--- src/rtl/nonce_scheduler.sv ---
// Nonce range scheduler: feeds a hashing core one nonce per cadence slot, waits
// for the pipeline to drain, and buffers golden-nonce hits in a 2-entry FIFO.
module nonce_scheduler #(
    parameter int LOOP_LOG2    = 0,
    parameter int DRAIN_CYCLES = 135
) (
    input  logic         clk,
    input  logic         rst_n,
    input  logic         work_load,
    input  logic [255:0] work_midstate,
    input  logic [95:0]  work_data,
    input  logic [31:0]  work_nonce_start,
    input  logic [31:0]  work_nonce_end,
    output logic [255:0] core_midstate,
    output logic [95:0]  core_data,
    output logic [31:0]  core_nonce,
    output logic         core_issue,
    input  logic         core_hit,
    input  logic [31:0]  core_hit_nonce,
    output logic         result_valid,
    input  logic         result_ready,
    output logic [31:0]  result_nonce,
    output logic         busy,
    output logic         done,
    output logic         overflow
);

    localparam int              CW         = (LOOP_LOG2 > 0) ? LOOP_LOG2 : 1;
    localparam logic [CW-1:0]   CAD_STEP   = (LOOP_LOG2 > 0) ? CW'(1) : CW'(0);
    localparam logic [9:0]      DRAIN_LAST = 10'(DRAIN_CYCLES - 1);

    typedef enum logic [1:0] {
        S_IDLE  = 2'd0,
        S_RUN   = 2'd1,
        S_DRAIN = 2'd2
    } state_t;

    state_t         r_state;
    state_t         w_state_next;
    logic [255:0]   r_midstate;
    logic [95:0]    r_data;
    logic [31:0]    r_nonce;
    logic [31:0]    r_end;
    logic [CW-1:0]  r_cadence;
    logic [9:0]     r_drain_cnt;
    logic [9:0]     r_blank_cnt;
    logic           r_issue;
    logic           r_done;
    logic           r_overflow;
    logic [31:0]    r_fifo0;
    logic [31:0]    r_fifo1;
    logic [1:0]     r_count;

    logic           w_busy;
    logic           w_last_issue;
    logic           w_drain_end;
    logic           w_issue_now;
    logic           w_blank;
    logic           w_push;
    logic           w_pop;

    assign w_busy       = (r_state != S_IDLE);
    assign w_last_issue = r_issue && (r_nonce == r_end);
    assign w_drain_end  = (r_state == S_DRAIN) && (r_drain_cnt == DRAIN_LAST);
    assign w_issue_now  = (r_state == S_RUN) && (r_cadence == {CW{1'b0}}) && !w_last_issue;
    // Hits are blanked from an abort load onward so stale pipeline results never reach the FIFO.
    assign w_blank      = (r_blank_cnt != 10'd0) || (work_load && w_busy);
    assign w_push       = core_hit && w_busy && !w_blank;
    assign w_pop        = (r_count != 2'd0) && result_ready;

    // State register.
    always_ff @(posedge clk) begin
        if (!rst_n) begin
            r_state <= S_IDLE;
        end else begin
            r_state <= w_state_next;
        end
    end

    // Next-state decode; a work load restarts RUN from any state.
    always_comb begin
        w_state_next = r_state;
        case (r_state)
            S_IDLE:  w_state_next = S_IDLE;
            S_RUN:   w_state_next = w_last_issue ? S_DRAIN : S_RUN;
            S_DRAIN: w_state_next = w_drain_end ? S_IDLE : S_DRAIN;
            default: w_state_next = S_IDLE;
        endcase
        if (work_load) begin
            w_state_next = S_RUN;
        end else begin
            w_state_next = w_state_next;
        end
    end

    // Work latch, issue cadence, nonce stepping and drain/blanking counters.
    always_ff @(posedge clk) begin
        if (!rst_n) begin
            r_midstate  <= 256'd0;
            r_data      <= 96'd0;
            r_nonce     <= 32'd0;
            r_end       <= 32'd0;
            r_cadence   <= {CW{1'b0}};
            r_drain_cnt <= 10'd0;
            r_blank_cnt <= 10'd0;
            r_issue     <= 1'b0;
            r_done      <= 1'b0;
        end else begin
            r_done <= w_drain_end && !work_load;
            if (work_load) begin
                r_midstate  <= work_midstate;
                r_data      <= work_data;
                r_nonce     <= work_nonce_start;
                r_end       <= work_nonce_end;
                r_cadence   <= {CW{1'b0}};
                r_drain_cnt <= 10'd0;
                r_blank_cnt <= w_busy ? DRAIN_LAST : 10'd0;
                r_issue     <= 1'b0;
            end else begin
                r_issue <= w_issue_now;
                if (r_issue) begin
                    r_nonce <= r_nonce + 32'd1;
                end
                if (r_state == S_RUN) begin
                    r_cadence <= r_cadence + CAD_STEP;
                end
                if (r_state == S_DRAIN) begin
                    r_drain_cnt <= r_drain_cnt + 10'd1;
                end else begin
                    r_drain_cnt <= 10'd0;
                end
                if (r_blank_cnt != 10'd0) begin
                    r_blank_cnt <= r_blank_cnt - 10'd1;
                end
            end
        end
    end

    // Two-entry result FIFO (r_fifo0 is the head) and sticky overflow flag.
    always_ff @(posedge clk) begin
        if (!rst_n) begin
            r_fifo0    <= 32'd0;
            r_fifo1    <= 32'd0;
            r_count    <= 2'd0;
            r_overflow <= 1'b0;
        end else begin
            case ({w_push, w_pop})
                2'b10: begin
                    case (r_count)
                        2'd0: begin
                            r_fifo0 <= core_hit_nonce;
                            r_count <= 2'd1;
                        end
                        2'd1: begin
                            r_fifo1 <= core_hit_nonce;
                            r_count <= 2'd2;
                        end
                        default: r_count <= r_count;
                    endcase
                end
                2'b01: begin
                    r_fifo0 <= r_fifo1;
                    r_count <= r_count - 2'd1;
                end
                2'b11: begin
                    if (r_count == 2'd1) begin
                        r_fifo0 <= core_hit_nonce;
                    end else begin
                        r_fifo0 <= r_fifo1;
                        r_fifo1 <= core_hit_nonce;
                    end
                end
                default: r_count <= r_count;
            endcase
            if (work_load) begin
                r_overflow <= 1'b0;
            end else if (w_push && !w_pop && (r_count == 2'd2)) begin
                r_overflow <= 1'b1;
            end
        end
    end

    assign core_midstate = r_midstate;
    assign core_data     = r_data;
    assign core_nonce    = r_nonce;
    assign core_issue    = r_issue;
    assign result_valid  = (r_count != 2'd0);
    assign result_nonce  = r_fifo0;
    assign busy          = w_busy;
    assign done          = r_done;
    assign overflow      = r_overflow;

endmodule

--- config.mk ---
export PLATFORM = sky130hd
export DESIGN_NAME = nonce_scheduler
export DESIGN_NICKNAME = d
export VERILOG_FILES = /design/src/rtl/nonce_scheduler.sv
export SDC_FILE = /design/constraint.sdc
export NUM_CORES = 1
export LEC_CHECK = 0
export BUFFER_PORTS_ARGS = -buffer_cell sky130_fd_sc_hd__buf_2
export CORE_AREA = 2 2 343 345
export CTS_BUF_LIST = sky130_fd_sc_hd__clkbuf_4
export DETAILED_ROUTE_END_ITERATION = 12
export DIE_AREA = 0 0 345 347
export SYNTH_ARGS = -nofsm -noshare
export SYNTH_HDL_FRONTEND = slang
export SYNTH_SLANG_ARGS = --single-unit
--- constraint.sdc ---
create_clock -name clk -period 2.7 [get_ports clk]
set_input_delay 0.675 -clock clk [delete_from_list [all_inputs] [get_ports clk]]
set_output_delay 0.675 -clock clk [all_outputs]
set_load 0.02 [all_outputs]
==> impl_metrics.json <==
{
  "netSwitchingPower_mw": 6.08,
  "drc_errors": 0,
  "clock.fmax_mhz": 397,
  "synth-main-ff-cell": "dfxtp_1",
  "antenna_found_initial": 29,
  "final_net_count": 3803,
  "place_congestion": 0.864,
  "synthXorXnorAreaFrac_pct": 3.40,
  "total_power_mw": 19.6,
  "synth_top_family_by_area": "multiplexers",
  "hpwl_um": 63600,
  "first_pass_iters": 6,
  "min_period_over_period_pct": 93.2,
  "ys_seq_elements": 507,
  "switching_share_pct": 31.0,
  "ys.warnings.count": 0,
  "slew_headroom_pct": 53.1,
  "combPwrFrac_pct": 19.6,
  "dp_cells": 4227,
  "cts_buffers": 150,
  "setup_viol": 0,
  "multi_input_area_um2": 8340,
  "status": "finished clean",
  "viasPerCell": 3.95,
  "arrival_ps": 1840,
  "maxCapViolCount": 0,
  "synth.yosys.seq_area_share_pct": 53.3,
  "grt_pass1_vias": 19900,
  "die_x_um": 345,
  "async_flop_share_pct": 0,
  "cp_data_required_time_ps": 2030,
  "peakVddDrop_v": 0.000426,
  "grt_pass1_wl_um": 128000,
  "synthSimpleGateAreaFrac_pct": 13.2,
  "dieArea_um2": 120000,
  "ant_nets": 0,
  "overflow": 0,
  "drv_slew": 0,
  "cts-root-buf": "clkbuf_4",
  "synth_compound_gate_area_share_pct": 6.03,
  "utilization_pct": 27.8,
  "avgSynthCellArea_um2": 10.0,
  "worst_pin_slew_ps": 704,
  "drive_gt1_share_pct": 34.5,
  "stdcell_count": 4996,
  "area_delta_synth_final_pct": 69.1,
  "wl_um": 88500,
  "min_path_type": "input pin to register",
  "grt_use_total_pct": 14.3,
  "synth_cells": 1900,
  "final_hold_viol_count": 0,
  "clk_latency_ps": 1070,
  "crit_fanout": 7,
  "dpl_cell_area_um2": 25400,
  "power_frac_seq_pct": 42.3,
  "crit_type": "register to output port",
  "drtIter0Drc": 1086,
  "synth.area.mux_share_pct": 20.3,
  "power_density_nw_per_um2": 609,
  "ys_types": 46,
  "htreeDepth": 4,
  "ios": 874,
  "clock_path_buffers": 3,
  "stdcell_area_um2": 32200,
  "power_leakage_nw": 15.6,
  "reg2reg_setup_slack_ps": 210,
  "min_period_ps": 2520,
  "regArea_um2": 10200,
  "vias": 19800,
  "initial_core_util_pct": 16.5,
  "coreArea_um2": 116000,
  "die_h_um": 347,
  "p_clk_share_pct": 38.2,
  "cts_tree": "done",
  "grt_max_degree": 83,
  "portBuffers": 873,
  "nFillCells": 12200,
  "startpoint_type": "register",
  "finalClockSkew_ps": 57.7,
  "cp-end-kind": "output port",
  "internal_power_mw": 13.6,
  "cts.sinks": 507,
  "rows": 125,
  "avgRoutedWirePerCell_um": 17.7,
  "synth_nets": 2364,
  "synth_area_um2": 19100,
  "path_clk_slew_ps": 70,
  "synthAdderAreaFrac_pct": 0.722,
  "holdWs_ps": 359,
  "synth_edf_count": 0
}
## power groups by stage
| stage | logic [mW] | registers, mW | clock network (mW) |
|---|---|---|---|
| 6_report | 3.84 | 8.30 | 7.49 |
| 5_1_grt | 4.15 | 8.35 | 8.21 |
| 4_1_cts | 3.84 | 8.28 | 7.85 |
| 3_5_place_dp | 3.16 | 8.44 | 0 |
| 3_3_place_gp | 3.14 | 8.42 | 0 |
| 2_1_floorplan | 1.42 | 8.86 | 0 |
## layer usage
layer | up-vias | part of all wire (%) | track usage, %
li1 | 9431 | - | -
met1 | 9317 | 38 | 15.5
met2 | 819 | 50 | 24.6
met3 | 182 | 8.9 | 5.52
met4 | 2 | 3.1 | 6.33
met5 | - | 0.015 | 0
## worst paths after layout
check	startpoint	endpoint	depth (start not counted)
min	work_data[35]	core_data[35]$_SDFFE_PN0P_	4
max reg2reg	r_blank_cnt[1]$_SDFFE_PN0P_	result_nonce[10]$_SDFFE_PN0P_	8
max	r_count[0]$_SDFFE_PN0P_	result_valid	4
min reg2reg	result_nonce[17]$_SDFFE_PN0P_	result_nonce[17]$_SDFFE_PN0P_	1
## cells in the mapped netlist, drive strengths merged (6+ instances only)
cell / count / area (um^2)
nor4: 10 / 77.6
nor2: 426 / 1600
inv: 19 / 71.3
ha: 11 / 138
a21oi: 56 / 280
and4: 8 / 70.1
clkbuf: 76 / 285
nor3: 18 / 90.1
xnor2: 54 / 473
o21ai: 30 / 150
o21a: 8 / 60.1
a211oi: 6 / 57.6
nand4: 15 / 93.8
mux2i: 386 / 3860
buf: 47 / 233
a22o: 28 / 245
or3: 7 / 43.8
dfxtp: 507 / 10100
nand3: 12 / 60.1
xor2: 20 / 175
a21o: 29 / 219
nand2: 98 / 368
## cell type report
class / count / area share [%]
Antenna cell: 29 / 0.225
Clock inverter: 54 / 1.08
Inverter: 19 / 0.252
Sequential cell: 507 / 31.6
Tap cell: 1524 / 5.92
Multi-Input combinational cell: 1251 / 25.9
Timing Repair Buffer: 1410 / 30.4
Clock buffer: 202 / 4.71
## stage by stage
stage	setup TNS [ps]	setup slack, ps
final	0	184
after global routing	-8.35	-8.35
after CTS	-62.4	-48.9
after detailed placement	0	95.0
after global placement	0	103
after floorplan	0	277
## cell families after synthesis
group                      after synthesis
DFF                                    507
AOI/OAI and AO/OA                      172
adders and majority gates               11
and+or+nand+nor                        608
buffers and inverters                  142
muxes                                  386
xor gates and xnor gates                74
## flip-flops by register name (all words and copies together) (netlist names)
register,flops
core_midstate,256
core_data,96
core_nonce,32
r_end,32
r_fifo1,32
result_nonce,32
r_blank_cnt,10
r_drain_cnt,10
r_count,2
r_state,2
core_issue,1
done,1
overflow,1
## cell usage in the layout (no fill, tap or decap), types with 3 or more instances in the layout
cell	n
a211oi_1	5
a21o_1	28
a21oi_1	56
a22o_1	28
a311oi_1	3
a31oi_1	3
and3_1	4
and4_1	8
buf_12	12
buf_2	868
buf_4	45
buf_6	3
bufinv_16	3
clkbuf_4	202
clkinv_1	32
clkinv_2	7
clkinv_4	4
dfxtp_1	492
dfxtp_2	12
dfxtp_4	3
diode_2	29
dlygate4sd3_1	481
ha_1	9
inv_1	13
inv_2	5
inv_6	5
mux2i_1	386
nand2_1	98
nand3_1	12
nand4_1	15
nor2_1	425
nor3_1	18
nor4_1	9
o21a_1	8
o21ai_0	30
o221a_2	4
or3_1	7
or4_1	3
xnor2_1	54
xor2_1	20
## worst max-delay path, cell delays in order (launching register included)
cell and delay (ps):
dfxtp_4 350, inv_1 110, ha_4 180, inv_2 60, buf_6 120
## repair_timing
action / in CTS / in global routing
buffers inserted: 2 / 1
pin swaps: 1 / 1
setup endpoints to repair: 15 / 1
gates resized for setup: 33 / 2
hold buffers: 481 / 0
hold endpoints to repair: 484 / 0
cloned: 0 / 0
(Power assumes the default switching activity.)
